==> src/rtl/switch_box_param_pkg.sv <==
// Shared constants and source-track mapping for the parametrised switch box.
package sb_pkg;

    localparam int SIDE_0 = 0;
    localparam int SIDE_1 = 1;
    localparam int SIDE_2 = 2;
    localparam int SIDE_3 = 3;
    localparam int NUM_SIDES = 4;

    localparam logic [1:0] SEL_PE = 2'd3;

    localparam int FIELD_W         = 4;
    localparam int FIELDS_PER_WORD = 8;

    // Bit 3 of each field is reserved: never stored, always reads back 0.
    localparam logic [FIELD_W-1:0] FIELD_WR_MASK = 4'b0111;

    function automatic int sb_src_side(input int s, input int k);
        return (s + k + 1) % NUM_SIDES;
    endfunction

    function automatic int sb_src_track(input int s, input int k, input int t, input int n);
        return (t + sb_src_side(s, k) + n - 1) % n;
    endfunction

endpackage

==> src/rtl/sb_track_out.sv <==
// One routed output: 4:1 source mux with a pipeline register that always
// tracks the mux, so enabling the register never exposes a stale value.
module sb_track_out
    import sb_pkg::*;
#(
    parameter int WIDTH = 1
) (
    input  logic                  clk_i,
    input  logic                  rst_n_i,
    input  logic [3:0][WIDTH-1:0] cand_i,
    input  logic [1:0]            sel_i,
    input  logic                  reg_en_i,
    output logic [WIDTH-1:0]      out_o
);

    logic [WIDTH-1:0] mux_d;
    logic [WIDTH-1:0] out_q;

    assign mux_d = cand_i[sel_i];

    always_ff @(posedge clk_i) begin
        if (!rst_n_i) begin
            out_q <= '0;
        end else begin
            out_q <= mux_d;
        end
    end

    assign out_o = reg_en_i ? out_q : mux_d;

endmodule

==> src/rtl/switch_box_param.sv <==
// N-track, W-bit routing switch box with per-output source select and
// pipeline enable, configured through a word-addressed register file.
module switch_box_param
    import sb_pkg::*;
#(
    parameter int         WIDTH         = 1,
    parameter int         NUM_TRACKS    = 4,
    parameter logic [3:0] OUT_SIDE_MASK = 4'b1111,
    parameter int         CFG_ADDR_W    = 8
) (
    input  logic                               clk,
    input  logic                               reset,
    input  logic [4*NUM_TRACKS*WIDTH-1:0]      in_wire,
    input  logic [WIDTH-1:0]                   pe_output,
    output logic [4*NUM_TRACKS*WIDTH-1:0]      out_wire,
    input  logic                               config_en,
    input  logic                               config_we,
    input  logic [CFG_ADDR_W-1:0]              config_addr,
    input  logic [31:0]                        config_data,
    output logic [31:0]                        config_rd_data,
    output logic                               config_rd_valid
);

    localparam int NUM_OUT       = NUM_SIDES * NUM_TRACKS;
    localparam int NUM_CFG_WORDS = (NUM_OUT + FIELDS_PER_WORD - 1) / FIELDS_PER_WORD;

    logic [FIELD_W-1:0] field_q [NUM_OUT];
    logic [FIELD_W-1:0] field_d [NUM_OUT];
    logic [31:0]        rd_data_q, rd_data_d;
    logic               rd_valid_q;
    logic               addr_ok;
    logic               cfg_wr;
    logic               cfg_rd;

    assign addr_ok = 32'(config_addr) < 32'(NUM_CFG_WORDS);
    assign cfg_wr  = config_en & config_we & addr_ok;
    assign cfg_rd  = config_en & ~config_we;

    // Masked sides are forced to zero here so their fields never hold state.
    always_comb begin
        for (int o = 0; o < NUM_OUT; o++) begin
            field_d[o] = field_q[o];
            if (cfg_wr && (config_addr == CFG_ADDR_W'(o / FIELDS_PER_WORD))) begin
                field_d[o] = config_data[(o % FIELDS_PER_WORD) * FIELD_W +: FIELD_W]
                             & FIELD_WR_MASK;
            end
            if (!OUT_SIDE_MASK[o / NUM_TRACKS]) begin
                field_d[o] = '0;
            end
        end
    end

    always_comb begin
        rd_data_d = rd_data_q;
        if (cfg_rd) begin
            rd_data_d = '0;
            for (int o = 0; o < NUM_OUT; o++) begin
                if (addr_ok && (config_addr == CFG_ADDR_W'(o / FIELDS_PER_WORD))) begin
                    rd_data_d[(o % FIELDS_PER_WORD) * FIELD_W +: FIELD_W] = field_q[o];
                end
            end
        end
    end

    always_ff @(posedge clk) begin
        if (!reset) begin
            for (int o = 0; o < NUM_OUT; o++) begin
                field_q[o] <= '0;
            end
            rd_data_q  <= '0;
            rd_valid_q <= 1'b0;
        end else begin
            for (int o = 0; o < NUM_OUT; o++) begin
                field_q[o] <= field_d[o];
            end
            rd_data_q  <= rd_data_d;
            rd_valid_q <= cfg_rd;
        end
    end

    assign config_rd_data  = rd_data_q;
    assign config_rd_valid = rd_valid_q;

    for (genvar s = SIDE_0; s <= SIDE_3; s++) begin : g_side
        for (genvar t = 0; t < NUM_TRACKS; t++) begin : g_track
            localparam int O = s * NUM_TRACKS + t;
            if (OUT_SIDE_MASK[s]) begin : g_act
                logic [3:0][WIDTH-1:0] cand;
                for (genvar k = 0; k < 3; k++) begin : g_src
                    localparam int SRC = sb_src_side(s, k) * NUM_TRACKS
                                       + sb_src_track(s, k, t, NUM_TRACKS);
                    assign cand[k] = in_wire[SRC*WIDTH +: WIDTH];
                end
                assign cand[SEL_PE] = pe_output;

                sb_track_out #(.WIDTH(WIDTH)) u_out (
                    .clk_i    (clk),
                    .rst_n_i  (reset),
                    .cand_i   (cand),
                    .sel_i    (field_q[O][1:0]),
                    .reg_en_i (field_q[O][2]),
                    .out_o    (out_wire[O*WIDTH +: WIDTH])
                );
            end else begin : g_off
                assign out_wire[O*WIDTH +: WIDTH] = '0;
            end
        end
    end

endmodule

==> config.mk <==
export PLATFORM = sky130hd
export DESIGN_NAME = switch_box_param
export DESIGN_NICKNAME = d
export VERILOG_FILES = /design/src/rtl/switch_box_param_pkg.sv /design/src/rtl/sb_track_out.sv /design/src/rtl/switch_box_param.sv
export SDC_FILE = /design/constraint.sdc
export NUM_CORES = 1
export LEC_CHECK = 0
export CELL_PAD_IN_SITES_DETAIL_PLACEMENT = 0
export CELL_PAD_IN_SITES_GLOBAL_PLACEMENT = 1
export CORE_MARGIN = 1
export CORE_UTILIZATION = 34
export DETAILED_ROUTE_END_ITERATION = 10
export PLACE_DENSITY_LB_ADDON = 0.1
export SYNTH_ARGS = -nofsm -noshare
export SYNTH_HDL_FRONTEND = slang
export SYNTH_SLANG_ARGS = --single-unit
==> constraint.sdc <==
create_clock -name clk -period 1.8 [get_ports clk]
set_clock_uncertainty 0.15 [all_clocks]
set_input_delay 0.36 -clock clk [delete_from_list [all_inputs] [get_ports clk]]
set_output_delay 0.36 -clock clk [all_outputs]
set_load 0.02 [all_outputs]
### Word-level counts from Yosys, hierarchy flattened

Memory sizes are Yosys's and may differ from the RTL's.
Cells that the tools add are included.

* logic and storage cells: 160
* register bits: 49
* memories: 1
* input port bits: 61
* memory bits (writable): 64
* output and inout bits: 49

* multiplexer cells: 98
* magnitude comparators: 17
* reductions and logical operators: 5
* equality and inequality tests: 1
* bitwise logic cells: 20

Memory list
* field_q: words 16, width 4, read ports 16, clocked after Yosys merged registers in 0, write ports 16, line switch_box_param.sv:27 `logic [FIELD_W-1:0] field_q [NUM_OUT];`

Operators with widths (number)
* $mux W4: 48
* $lt A2 B3 Y1 const B: 16
* $mux W1: 34
* $bmux W1 S2: 16
* $or A1 B1 Y1: 16
* $eq A8 B1 Y1 const B: 1
* $logic_not A8 Y1: 1
* $lt A8 B2 Y1 const B: 1
* $logic_and A1 B1 Y1: 4
* $and A1 B1 Y1: 3
* $not A1 Y1: 1

### Depth between registers and ports, before layout

Gate-level depths: netlist of run 1.

* word-level depth: 5
* mapped depth: 5
* mapped depth without buffers: 3

### Hierarchy

From an unflattened synthesis of run 1, not the netlist that was laid out.

* cell total of the unflattened synthesis: 342
* area, all modules: 3910.0 um^2

By module, submodules not included
* switch_box_param: cells each 278, seq. area each 1461.4 um^2, area each 2929.1 um^2, instances 1
* sb_track_out: cells each 4, seq. area each 20.0 um^2, area each 61.3 um^2, instances 16

### Worst setup path after synthesis of run 1

Ideal clock, no wire load.

* path kind: input to output
* start point: in pe_output
* end point: out out_wire[8]
* setup slack: -0.098 ns
* buffers on the path: 2
* stages: 4
* arrival time: 1.388 ns
* data required time: 1.290 ns
* path through: clkbuf_1 -> mux4_2 -> mux2_2 -> buf_4

* longest elaborated chain between the ends: 3

RTL lines
* start, declared: line switch_box_param.sv:14 `input logic [WIDTH-1:0] pe_output,`
* $bmux W1 S2: line sb_track_out.sv:19 `assign mux_d = cand_i[sel_i];`
* $mux W1 (not written as such): line sb_track_out.sv:19
* $mux W1: line sb_track_out.sv:29 `assign out_o = reg_en_i ? out_q : mux_d;`
* end, declared: line switch_box_param.sv:15 `output logic [4*NUM_TRACKS*WIDTH-1:0] out_wire,`

No other way between the ends. The select of a mux whose other input is x is not followed.

==> impl_metrics.py, run 1 <==
metrics = {
    "outcome": {
        "status": "finished, violations left",
        "violations": "DRC, setup timing",
    },
    "critical_path": {
        "reg2reg_setup_slack_ns": 0.52,
        "path_cells": "mux4_2 -> mux2_4 -> buf_6",
        "cp.arrival_ns": 1.63,
        "r2r_cells": 2,
        "slowest_stage": "mux4_2",
        "cp_max_fo": 2,
        "critPathLaunchType": "register",
        "critPathCaptureType": "output port",
        "critPathMaxStageDelay_ns": 0.51,
        "r2r_start": "field_q[0][61]",
        "cp_data_required_time_ns": 1.29,
        "critPathKind": "register to output port",
        "rr_endpoint": "g_side[3].g_track[3].g_act.u_out.out_q",
    },
    "place": {
        "gp_congestion": 0.762,
        "port-buffer-count": 93,
        "dpl.hpwl_mm": 6.69,
        "dp_worst_setup_slack_ns": -1.00,
        "place_inst": 595,
    },
    "route": {
        "detail-route-antenna-nets": 0,
        "first_pass_iters": 7,
        "vias_per_cell": 4.89,
        "drc_errors": 15,
        "wl_per_cell_um": 16.8,
        "totalWireLength_mm": 10.3,
        "drtIter0Drc": 117,
        "vias": 3007,
    },
    "synth": {
        "yosys.area.top_type": "dfxtp_1",
        "yosys_warnings": 0,
        "syn_avg_cell_area_sq_um": 11.1,
        "syn_area_sq_um": 4040,
        "synth-seq-cells": 89,
        "syn-instance-count": 363,
        "synth_cell_type_count": 22,
        "synthTopCellsByArea": "dfxtp_1 (44%), mux2i_1 (18%), mux4_2 (8.9%)",
        "synth_top_area_frac": 0.441,
        "seq_area_frac_synth": 0.441,
    },
    "layout": {
        "mostFrequentLayoutCell": "dfxtp_1",
        "nNetsFinal": 528,
        "fin_cells": 615,
        "n_antenna_cell": 0,
        "syn2layout_area_growth_pct": 38.7,
        "drive_gt1_frac": 0.265,
        "mostFrequentLayoutCells": "dfxtp_1 (73), nand2_1 (72), mux2i_1 (71)",
    },
    "sta": {
        "period_needed_ns": 2.14,
        "hold_viol_final": 0,
        "grt_setup_unrepaired": "yes",
        "setup_slack_ns": -0.339,
        "setup_viol": 16,
        "slew_viol_final": 0,
        "max_clock_freq_mhz": 467,
        "post-route-period-util": 1.19,
    },
    "grt": {
        "antenna_found_initial": 0,
        "grt.total_usage": 0.175,
        "grt_pass1_vias": 3057,
        "grt_pass1_wl_mm": 16.5,
        "globalRouteOverflowTotal": 0,
        "grt_max_degree": 89,
    },
    "clocking": {
        "clock_latency_ns": 0.34,
        "clk_path_buf_depth": 2,
        "clkTransAtPathRegs_ns": 0.06,
        "cts_root_buffer": "clkbuf_16",
        "h-tree-depth": 3,
        "cts_tree": "built",
        "numCtsBuffers": 9,
        "cts_hold_buf": 0,
        "cts.sinks": 89,
    },
    "floorplan": {
        "fp.coreArea_sq_um": 11500,
        "die_w_um": 111,
        "start_util": 0.350,
        "pin_count": 110,
        "die-area_sq_um": 12300,
        "rows": 39,
        "die_h_um": 111,
    },
    "hold_path": {
        "worst_hold_path.endpoint": "config_rd_data[10]",
        "min_path_type": "register to register",
        "hold_depth": 1,
        "hp-start": "config_rd_data[10]",
    },
    "power": {
        "power_density_nw_per_um2": 733,
        "ir_drop_v": 0.000343,
        "p_leak_nw": 2.78,
    },
    "job": {
        "maxCapViolCount": 0,
    },
}
-- layer usage --
layer | wire length (um) | GRT usage | share of wire | vias to the layer above
li1 | - | - | - | 1456
met1 | 4800 | 0.236 | 0.47 | 1450
met2 | 4810 | 0.277 | 0.47 | 91
met3 | 568 | 0.0306 | 0.055 | 10
met4 | 129 | 0.0721 | 0.013 | 0
met5 | 0 | 0 | 0 | -
-- cell type report --
class                   instances  area [sq um]
clock buffers                  13           240
repair buffers                133          1330
clock inverters                 3          17.5
well taps                     143           179
inverters                       1          3.75
multi-input cells             233          2030
flip-flops and latches         89          1800
fillers                      1095          5920
-- how the worst max path moves through the flow --
stage / start / endpoint / depth (start not counted)
after floorplan: pe_output / out_wire[2] / 4
after global placement: pe_output / out_wire[6] / 5
after detailed placement: pe_output / out_wire[11] / 5
after CTS: field_q[0][61] / out_wire[15] / 3
after global routing: field_q[0][28] / out_wire[7] / 3
final: field_q[0][61] / out_wire[15] / 3
-- state kept, by name (all words and copies together) (netlist names) --
name and cells:
config_rd_valid 1, field_q 48, g_side.g_track.g_act.u_out.out_q 16, config_rd_data 24
-- synthesized netlist by cell type --
cell type  count
a21boi_1       1
a21o_1         1
and2_1        17
and4_2         1
buf_2          6
buf_4         24
buf_6          4
clkbuf_1      13
conb_1         1
dfxtp_1       89
inv_1          1
mux2_2        17
mux2i_1       71
mux4_2        16
nand2_1       72
nand3_1        1
nand4_2        1
nand4b_1       1
nor2b_1        1
nor4_4         1
nor4b_4        1
o2bb2ai_1     23
-- power by group --
group          switching (mW)  internal [mW]
registers             0.00552           1.99
logic                   0.200          0.224
clock network           0.754          0.934
total                   0.960           3.15
-- logic make-up after synthesis --
| group | after synthesis | synth area share |
|---|---|---|
| other | 1 | 0.000929 |
| buffers and inverters | 48 | 0.0763 |
| flip-flops | 89 | 0.441 |
| AND/OR/NAND/NOR | 96 | 0.115 |
| AO/OA/AOI/OAI | 25 | 0.0536 |
| multiplexers | 104 | 0.313 |
-- what timing repair did --
action                     CTS  global route
gates resized for setup    161            11
setup endpoints to repair   31            26
gates cloned                 1             0
setup buffers                2             1
-- per-stage QoR --
step           hold WS [ns]   util  setup TNS [ns]  area [sq um]  power [mW]
3_3_place_gp          0.284  0.453          -28.80          5220        2.45
2_1_floorplan         0.303      -          -0.562          4110        2.27
4_1_cts               0.302  0.483           -5.35          5560        4.17
3_5_place_dp          0.288  0.453          -30.52          5220        2.46
6_report              0.291  0.486           -5.00          5600        4.11
5_1_grt               0.320  0.486           -5.89          5600        4.30
-- critical path, delay by kind of cell, from the launching register on --
| kind | cells | cell delay, ns |
|---|---|---|
| mux | 2 | 0.81 |
| buf+inv | 1 | 0.13 |
| flops | 1 | 0.35 |
Power figures use the tool's default switching activity.
==> run 2: changes to the inputs <==
--- a/config.mk
+++ b/config.mk
@@ -10,7 +10,9 @@
 export CORE_MARGIN = 1
 export CORE_UTILIZATION = 34
 export DETAILED_ROUTE_END_ITERATION = 10
+export GPL_TIMING_DRIVEN = 0
 export PLACE_DENSITY_LB_ADDON = 0.1
+export REMOVE_ABC_BUFFERS = 1
 export SYNTH_ARGS = -nofsm -noshare
 export SYNTH_HDL_FRONTEND = slang
 export SYNTH_SLANG_ARGS = --single-unit
==> impl_metrics.py, run 2 (synthesis gave the netlist of run 1 again) <==
metrics = {
    "place": {
        "dpl.hpwl_mm": 5.92,
        "place_inst": 561,
        "gp_congestion": 0.696,
        "port-buffer-count": 93,
    },
    "clocking": {
        "cts_hold_buf": 0,
        "clock_latency_ns": 0.33,
        "numCtsBuffers": 9,
        "clk_path_buf_depth": 2,
        "h-tree-depth": 3,
        "cts_root_buffer": "clkbuf_16",
        "clkTransAtPathRegs_ns": 0.06,
        "cts.sinks": 89,
        "cts_tree": "built",
    },
    "sta": {
        "slew_viol_final": 0,
        "period_needed_ns": 2.13,
        "max_clock_freq_mhz": 470,
        "post-route-period-util": 1.18,
        "relSlewSlack": 0.613,
        "grt_setup_unrepaired": "yes",
        "hold_viol_final": 0,
        "worst_pin_slew_ns": 0.581,
        "setup_slack_ns": -0.326,
        "setup_viol": 16,
    },
    "route": {
        "vias_per_cell": 4.81,
        "drtIter0Drc": 98,
        "vias": 2964,
        "drc_errors": 15,
        "totalWireLength_mm": 10.4,
        "detail-route-antenna-nets": 0,
        "first_pass_iters": 7,
        "wl_per_cell_um": 17.0,
    },
    "floorplan": {
        "die_h_um": 111,
        "die_w_um": 111,
        "rows": 39,
        "die-area_sq_um": 12300,
        "start_util": 0.350,
        "fp.coreArea_sq_um": 11500,
        "pin_count": 110,
    },
    "layout": {
        "n_antenna_cell": 0,
        "nNetsFinal": 529,
        "regMostFlops": "field_q",
        "mostFrequentLayoutCells": "dfxtp_1 (73), nand2_1 (72), mux2i_1 (71)",
        "largest_reg_flops": 48,
        "syn2layout_area_growth_pct": 44.1,
        "drive_gt1_frac": 0.279,
        "mostFrequentLayoutCell": "dfxtp_1",
        "fin_cells": 616,
        "postLayoutCoreUtil": 0.505,
    },
    "critical_path": {
        "slowest_stage": "mux4_2",
        "r2r_start": "field_q[0][61]",
        "cp_data_required_time_ns": 1.29,
        "critPathCaptureType": "output port",
        "critPathLaunchType": "register",
        "cp.arrival_ns": 1.62,
        "critPathMaxStageDelay_ns": 0.50,
        "cp_max_fo": 2,
        "cp-startpoint": "field_q[0][16]",
        "critPathKind": "register to output port",
        "path_delay_family": "multiplexers",
        "path_buf_inv": 1,
        "path_cells": "mux4_2 -> mux2_4 -> buf_6",
    },
    "grt": {
        "antenna_found_initial": 0,
        "use_met3": 0.0432,
        "grtUsageMet1": 0.209,
        "top_usage_layer": "met2",
        "grt_pass1_wl_mm": 16.4,
        "grt_pass1_vias": 3066,
        "use_met2": 0.305,
        "grt.total_usage": 0.175,
        "grt_max_degree": 92,
        "globalRouteOverflowTotal": 0,
    },
    "job": {
        "maxCapViolCount": 0,
    },
    "power": {
        "ir_drop_v": 0.000532,
        "power_density_nw_per_um2": 786,
        "p_leak_nw": 2.96,
    },
    "outcome": {
        "status": "finished, violations left",
        "violations": "DRC, setup timing",
    },
    "hold_path": {
        "hp-start": "config_rd_data[26]",
        "min_path_type": "register to register",
    },
}
-- run 2: changes by cell type in the layout (fill, tap and decap cells not counted), moves of 3 or more --
| cell | change |
|---|---|
| bufinv_16 | +3 |
| dlymetal6s2s_1 | +12 |
| dlygate4sd2_1 | -7 |
| clkdlybuf4s50_1 | -6 |
| clkbuf_1 | -4 |
| buf_8 | +3 |
| buf_4 | -6 |
-- run 2: stage by stage --
stage / hold WS, ns / power [mW] / setup WS, ns / instance area, sq um / setup TNS [ns]
2_1_floorplan: 0.303 / 2.18 / -0.560 / 3760 / -16.27
3_3_place_gp: 0.294 / 2.43 / -3.79 / 4870 / -269.37
3_5_place_dp: 0.296 / 2.43 / -1.28 / 4900 / -102.20
4_1_cts: 0.316 / 4.62 / -0.341 / 5690 / -5.15
5_1_grt: 0.328 / 4.74 / -0.385 / 5820 / -5.67
6_report: 0.306 / 4.57 / -0.326 / 5820 / -4.88
-- run 2: repair_timing --
| item | 4_1_cts | 5_1_grt |
|---|---|---|
| gates cloned | 4 | 0 |
| setup endpoints to repair | 99 | 61 |
| pin swaps | 7 | 3 |
| setup buffers | 30 | 5 |
| gates resized for setup | 165 | 25 |
-- run 2: worst paths after layout --
path / end / slack, ns / depth (start not counted)
worst max-delay path: out_wire[4] / -0.33 / 3
worst min-delay path: config_rd_data[26] / 0.31 / 1
worst max register to register: g_side[3].g_track[3].g_act.u_out.out_q / 0.52 / 2
worst min register to register: config_rd_data[26] / 0.31 / 1
-- run 2: worst register-to-register path, stage by stage (launching register included) --
cell and delay [ns]:
dfxtp_2 0.35, mux4_2 0.51, and2_1 0.17
-- run 2: cell type report --
type / count / area [sq um]
well taps: 143 / 179
fillers: 1038 / 5700
clock inverters: 6 / 105
inverters: 1 / 3.75
multi-input cells: 237 / 2130
repair buffers: 130 / 1360
clock buffers: 10 / 239
flip-flops and latches: 89 / 1800
-- run 2: where the power goes --
group | switching [mW] | internal, mW | leakage (nW)
logic | 0.210 | 0.225 | 2.06
registers | 0.00501 | 1.99 | 0.729
clock network | 0.753 | 1.39 | 0.172
total | 0.969 | 3.60 | 2.96
-- run 2: routing by layer --
layer | vias up | share of wire
met3 | 11 | 0.042
met1 | 1415 | 0.45
met4 | 0 | 0.012
li1 | 1461 | -
met5 | - | 0
met2 | 77 | 0.50
